==> config.mk <==
export PLATFORM = sky130hd
export DESIGN_NAME = fetch_stage_flat
export DESIGN_NICKNAME = d
export VERILOG_FILES = /design/src/rtl/fetch_stage_if.sv /design/src/rtl/fetch_stage.sv /design/src/flat_wrapper.sv
export SDC_FILE = /design/constraint.sdc
export NUM_CORES = 1
export LEC_CHECK = 0
export ABC_AREA = 0
export CAP_MARGIN = 20
export CORE_UTILIZATION = 44
export DETAILED_ROUTE_END_ITERATION = 6
export GPL_TIMING_DRIVEN = 0
export PLACE_DENSITY = 0.83
export SLEW_MARGIN = 20
export SYNTH_ARGS = -nofsm -noshare
export SYNTH_HDL_FRONTEND = slang
export SYNTH_SLANG_ARGS = --single-unit
==> constraint.sdc <==
create_clock -name clk -period 2.65 [get_ports clk]
set_clock_uncertainty 0.1 [all_clocks]
set_input_delay 0.3975 -clock clk [delete_from_list [all_inputs] [get_ports clk]]
set_output_delay 0.3975 -clock clk [all_outputs]
set_load 0.05 [all_outputs]
==> src/rtl/fetch_stage_if.sv <==
// Signal bundle between the fetch stage and its surroundings: instruction memory,
// hazard unit stall controls, branch redirect, and the exported IF/ID fields.
interface fetch_stage_if #(
    parameter int ADDR_W = 16
);
    logic              pc_write;
    logic              if_id_write;
    logic              branch_taken;
    logic [ADDR_W-1:0] branch_target;
    logic [ADDR_W-1:0] imem_addr;
    logic [15:0]       imem_rdata;
    logic [15:0]       if_id_instr;
    logic [ADDR_W-1:0] if_id_pc_plus1;
    logic              if_id_valid;
    logic [3:0]        if_id_opcode;
    logic [3:0]        if_id_rs;
    logic [3:0]        if_id_rt;
    logic              halted;
    logic [15:0]       fetch_count;

    modport master (
        input  pc_write, if_id_write, branch_taken, branch_target, imem_rdata,
        output imem_addr, if_id_instr, if_id_pc_plus1, if_id_valid,
               if_id_opcode, if_id_rs, if_id_rt, halted, fetch_count
    );

    modport slave (
        output pc_write, if_id_write, branch_taken, branch_target, imem_rdata,
        input  imem_addr, if_id_instr, if_id_pc_plus1, if_id_valid,
               if_id_opcode, if_id_rs, if_id_rt, halted, fetch_count
    );
endinterface

==> src/rtl/fetch_stage.sv <==
// Instruction fetch stage with PC, IF/ID pipeline register, branch flush and
// a two-state RUN/HALTED machine entered when a HALT word is latched.
module fetch_stage #(
    parameter int              ADDR_W   = 16,
    parameter logic [ADDR_W-1:0] RESET_PC = '0
) (
    input  logic          clk,
    input  logic          rst_n,
    fetch_stage_if.master bus
);
    localparam logic [0:0] RUN    = 1'b0;
    localparam logic [0:0] HALTED = 1'b1;
    localparam logic [3:0] OP_HALT = 4'b1111;

    logic [ADDR_W-1:0] pc_reg, pc_next;
    logic [15:0]       instr_reg, instr_next;
    logic [ADDR_W-1:0] pc_plus1_reg, pc_plus1_next;
    logic              valid_reg, valid_next;
    logic [0:0]        state_reg, state_next;
    logic [15:0]       count_reg, count_next;

    logic [ADDR_W-1:0] pc_inc;
    logic              fetch_is_halt;

    assign pc_inc        = pc_reg + ADDR_W'(1);
    assign fetch_is_halt = (bus.imem_rdata[15:12] == OP_HALT);

    always_comb begin
        pc_next       = pc_reg;
        instr_next    = instr_reg;
        pc_plus1_next = pc_plus1_reg;
        valid_next    = valid_reg;
        state_next    = state_reg;
        count_next    = count_reg;

        if (bus.branch_taken) begin
            // Redirect overrides stalls and halt; whatever sits in IF/ID is wrong-path.
            pc_next    = bus.branch_target;
            instr_next = 16'h0000;
            valid_next = 1'b0;
            state_next = RUN;
        end else if (state_reg == RUN) begin
            if (bus.pc_write && !(bus.if_id_write && fetch_is_halt))
                pc_next = pc_inc;
            if (bus.if_id_write) begin
                instr_next    = bus.imem_rdata;
                pc_plus1_next = pc_inc;
                valid_next    = 1'b1;
                if (count_reg != 16'hFFFF)
                    count_next = count_reg + 16'd1;
                if (fetch_is_halt)
                    state_next = HALTED;
            end
        end
    end

    always_ff @(posedge clk) begin
        if (!rst_n) begin
            pc_reg       <= RESET_PC;
            instr_reg    <= 16'h0000;
            pc_plus1_reg <= '0;
            valid_reg    <= 1'b0;
            state_reg    <= RUN;
            count_reg    <= 16'h0000;
        end else begin
            pc_reg       <= pc_next;
            instr_reg    <= instr_next;
            pc_plus1_reg <= pc_plus1_next;
            valid_reg    <= valid_next;
            state_reg    <= state_next;
            count_reg    <= count_next;
        end
    end

    assign bus.imem_addr      = pc_reg;
    assign bus.if_id_instr    = instr_reg;
    assign bus.if_id_pc_plus1 = pc_plus1_reg;
    assign bus.if_id_valid    = valid_reg;
    assign bus.if_id_opcode   = instr_reg[15:12];
    assign bus.if_id_rs       = instr_reg[7:4];
    assign bus.if_id_rt       = instr_reg[3:0];
    assign bus.halted         = (state_reg == HALTED);
    assign bus.fetch_count    = count_reg;
endmodule

==> src/flat_wrapper.sv <==
// flat-port wrapper written by rule: the top's interface ports become plain ports
module fetch_stage_flat 
#(
    parameter int              ADDR_W   = 16,
    parameter logic [ADDR_W-1:0] RESET_PC = '0
)
  (clk, rst_n, bus_pc_write, bus_if_id_write, bus_branch_taken, bus_branch_target, bus_imem_rdata, bus_imem_addr, bus_if_id_instr, bus_if_id_pc_plus1, bus_if_id_valid, bus_if_id_opcode, bus_if_id_rs, bus_if_id_rt, bus_halted, bus_fetch_count);
  fetch_stage_if #(.ADDR_W(ADDR_W)) bus_i ();
  input  logic clk;
  input  logic rst_n;
  input wire logic [$bits(bus_i.pc_write)-1:0] bus_pc_write;
  input wire logic [$bits(bus_i.if_id_write)-1:0] bus_if_id_write;
  input wire logic [$bits(bus_i.branch_taken)-1:0] bus_branch_taken;
  input wire logic [$bits(bus_i.branch_target)-1:0] bus_branch_target;
  input wire logic [$bits(bus_i.imem_rdata)-1:0] bus_imem_rdata;
  output wire logic [$bits(bus_i.imem_addr)-1:0] bus_imem_addr;
  output wire logic [$bits(bus_i.if_id_instr)-1:0] bus_if_id_instr;
  output wire logic [$bits(bus_i.if_id_pc_plus1)-1:0] bus_if_id_pc_plus1;
  output wire logic [$bits(bus_i.if_id_valid)-1:0] bus_if_id_valid;
  output wire logic [$bits(bus_i.if_id_opcode)-1:0] bus_if_id_opcode;
  output wire logic [$bits(bus_i.if_id_rs)-1:0] bus_if_id_rs;
  output wire logic [$bits(bus_i.if_id_rt)-1:0] bus_if_id_rt;
  output wire logic [$bits(bus_i.halted)-1:0] bus_halted;
  output wire logic [$bits(bus_i.fetch_count)-1:0] bus_fetch_count;
  assign bus_i.pc_write = bus_pc_write;
  assign bus_i.if_id_write = bus_if_id_write;
  assign bus_i.branch_taken = bus_branch_taken;
  assign bus_i.branch_target = bus_branch_target;
  assign bus_i.imem_rdata = bus_imem_rdata;
  assign bus_imem_addr = bus_i.imem_addr;
  assign bus_if_id_instr = bus_i.if_id_instr;
  assign bus_if_id_pc_plus1 = bus_i.if_id_pc_plus1;
  assign bus_if_id_valid = bus_i.if_id_valid;
  assign bus_if_id_opcode = bus_i.if_id_opcode;
  assign bus_if_id_rs = bus_i.if_id_rs;
  assign bus_if_id_rt = bus_i.if_id_rt;
  assign bus_halted = bus_i.halted;
  assign bus_fetch_count = bus_i.fetch_count;
  fetch_stage #(.ADDR_W(ADDR_W), .RESET_PC(RESET_PC)) u_core (.clk(clk), .rst_n(rst_n), .bus(bus_i));
endmodule
==> qor.txt <==
CTS root buffer: clkbuf_8
Count of cell types in the netlist: 42
Clk_lat worst skew: 0.34 ns
Startpoint types: register
Hold wc startpoint: u_core.bus.if_id_instr[9]$_SDFFE_PP0P_
Clock transition at the registers of the reported paths: 0.07 ns
Switching share of power: 29.90%
Total Wirelength: 8837 µm
Kind of end point of the critical path: register
Worst hold stages: 2
Reg2reg path depth: 6
Gp weighted congestion: 0.8515
GRT Total Usage: 24.63%
Slew @ Worst Pin: 0.7253 ns
CTS tree: yes
Die width: 85.64 µm
Reg2reg setup slack: 0.33 ns
RSZ-0062 raised after global routing: false
Number of remaining DRC errors: 0
Syn Nets: 409
Worst hold endpoint: u_core.bus.if_id_instr[9]$_SDFFE_PP0P_
CTS Buf Count: 9
Combinational share of power: 20.4%
CTS resizes: 0
Wirelength per Cell: 14.88 µm
Post-synth top flop: dfxtp_1
WP data required: 2.81 ns
Final Util: 66.45%
Rows: 30
Leak pwr: 1.537 nW
IO buf count: 113
Mapped Area: 3078 µm²
Setup TNS: 0 ns
Core Area: 6794 µm²
Max FO, Critical Path: 7
Final net count: 533
Final hold violation count: 0
MaxCap Viol Count: 0
Hold Buf Count CTS: 0
Status: finished clean
Antenna Cells: 0
Internal Power: 0.001673 W
First-pass DRT Iterations: 4
Dominant cells by area after synthesis: dfxtp_1 (43%), nand2_1 (6.1%), a21oi_1 (6.0%), o21ai_0 (5.4%), a211oi_1 (3.4%)
#FFs+latches synth: 66
Type of the worst min-delay path: reg2reg
Clk buf depth: 2
Post-synthesis sequential area ratio: 42.93%
Min Tclk post-route: 2.319 ns
Synth cell count leaders: dfxtp_1 (66), nand2_1 (50), a21oi_1 (37)
Die Height: 85.64 µm
Worst r2r src: u_core.bus.imem_addr[0]$_SDFFE_PN0P_
Routed Antenna Nets: 0
Post-CTS Setup Inserts: 0
Most common cell in the netlist: dfxtp_1
Final HPWL DP: 6626 µm
Clock power share: 34.0%
Die Area: 7334 µm²
Via-to-Cell Ratio: 5.576
Post-synth EDFFs: 0
WS Path Type: reg2reg
Leading area contributor after synthesis: dfxtp_1
Pwr Density: 528.5 nW/µm²
Initial DRC Count: 199
H-Tree Depth: 3
Rel. slew slack: 51.20%
Share of post-route cells with drive strength above 1: 6.827%
Switching power total: 0.0007133 W
# setup viols final: 0
Initial Util: 45.30%
Reg2reg end: u_core.bus.imem_addr[10]$_SDFFE_PN0P_
Seq pwr share: 45.5%
Worst ir drop on vdd: 0.3497 mV
Post-synthesis instance total: 370
Synth top area share: 42.93%
Layout area overhead: 46.67%
Io pins: 115
Initial antenna violation count: 0
GRT overflow: 0
Ys Warns: 0
Final Max Tran Viols: 0
Ys async rst share: 0%
First-pass GRT wire length: 14210 µm
Clk sink count: 66
Mapped Avg Cell Area: 8.319 µm²
Max Freq: 0.4312 GHz
Final period utilization: 87.52%
Largest net degree at the start of global routing: 11
Worst Path Arrival: 2.48 ns
Hold WS: 0.3590 ns
Via Count: 3312
Number of global-route vias before repair: 2983
==> worst max-delay path: stages, from the launching register on <==
cell and delay [ns]:
dfxtp_1 0.51, ha_1 0.34, nand3_4 0.15, or3_1 0.39, buf_2 0.17, or4_1 0.41, a31oi_1 0.19
==> sequential cells by signal (all words and copies together), names as in the netlist <==
name                       count
u_core.bus.fetch_count        16
u_core.bus.halted              1
u_core.bus.if_id_instr        16
u_core.bus.if_id_pc_plus1     16
u_core.bus.imem_addr          16
u_core.bus.if_id_valid         1
==> layout make-up <==
| type | count | area [µm²] |
|---|---|---|
| flip-flops and latches | 66 | 1321 |
| multi-input cells | 265 | 1562 |
| well taps | 96 | 120.1 |
| inverters | 5 | 18.77 |
| repair buffers | 113 | 1131 |
| clock inverters | 3 | 40.04 |
| clock buffers | 12 | 145.1 |
| plain buffers | 34 | 176.4 |
| fillers | 566 | 2280 |
==> power by group through the flow <==
| stage | clock, W | sequential (W) | combinational (W) |
|---|---|---|---|
| 2_1_floorplan | 0 | 0.00125 | 0.000148 |
| 3_3_place_gp | 0 | 0.00111 | 0.000479 |
| 3_5_place_dp | 0 | 0.00111 | 0.000486 |
| 4_1_cts | 0.000824 | 0.00108 | 0.000488 |
| 5_1_grt | 0.000870 | 0.00109 | 0.000514 |
| 6_report | 0.000812 | 0.00109 | 0.000487 |
==> cells by family (layout without fill, tap and decap cells) <==
family	Yosys count	count (layout)	share of synthesized area, %
AO/OA/AOI/OAI	109	109	20.77
XOR/XNOR	17	17	4.837
adder cells (fa/ha/maj)	2	2	0.8129
buffers and inverters	39	167	6.342
flip-flops	66	66	42.93
multiplexers	3	3	0.9756
AND/OR/NAND/NOR	134	134	23.33
==> through the flow <==
step	cells	total power, W	cell area, µm²	worst slack (ns)
finish	594	0.002386	4514	0.3308
global route	594	0.002476	4514	0.2288
CTS	594	0.002397	4514	0.3546
detailed placement	579	0.001593	4329	0.03132
global placement	579	0.001585	4329	0.1346
floorplan	370	0.001395	3078	0.2318
==> layer usage <==
| layer | vias to the layer above | part of all wire (%) | track usage, % | wire, µm |
|---|---|---|---|---|
| li1 | 1597 | - | - | - |
| met1 | 1550 | 42 | 31.91 | 3712 |
| met2 | 148 | 49 | 40.80 | 4295 |
| met3 | 17 | 7.5 | 4.812 | 660 |
| met4 | 0 | 1.9 | 9.091 | 169 |
| met5 | - | 0 | 0 | 0 |
==> worst max-delay path by stage <==
stage | endpoint | startpoint | slack (ns) | cells after the start
6_report | u_core.bus.imem_addr[10]$_SDFFE_PN0P_ | u_core.bus.imem_addr[0]$_SDFFE_PN0P_ | 0.33 | 6
5_1_grt | u_core.bus.imem_addr[12]$_SDFFE_PN0P_ | u_core.bus.imem_addr[0]$_SDFFE_PN0P_ | 0.23 | 6
4_1_cts | u_core.bus.imem_addr[10]$_SDFFE_PN0P_ | u_core.bus.imem_addr[0]$_SDFFE_PN0P_ | 0.35 | 6
3_5_place_dp | u_core.bus.fetch_count[14]$_SDFFE_PN0P_ | bus_if_id_write | 0.03 | 5
3_3_place_gp | u_core.bus.fetch_count[14]$_SDFFE_PN0P_ | bus_if_id_write | 0.13 | 5
2_1_floorplan | u_core.bus.imem_addr[12]$_SDFFE_PN0P_ | u_core.bus.imem_addr[0]$_SDFFE_PN0P_ | 0.23 | 6
==> cell usage in the layout (no fill, tap or decap), types with 6 or more instances in the layout <==
cell type	netlist	final
clkdlybuf4s50_1	0	113
dfxtp_1	66	66
nand2_1	50	50
a21oi_1	37	37
o21ai_0	33	33
clkbuf_1	19	21
nor2_1	15	15
a211oi_1	14	14
or3_1	12	12
xnor2_1	12	12
buf_4	12	12
nand4_1	10	10
a31oi_1	10	10
clkbuf_8	0	10
nor3_1	7	7
nand3_1	7	7
and4_1	6	6
or4_1	6	6
o31ai_1	6	6
Note: power is estimated with default switching activity, not from simulation.
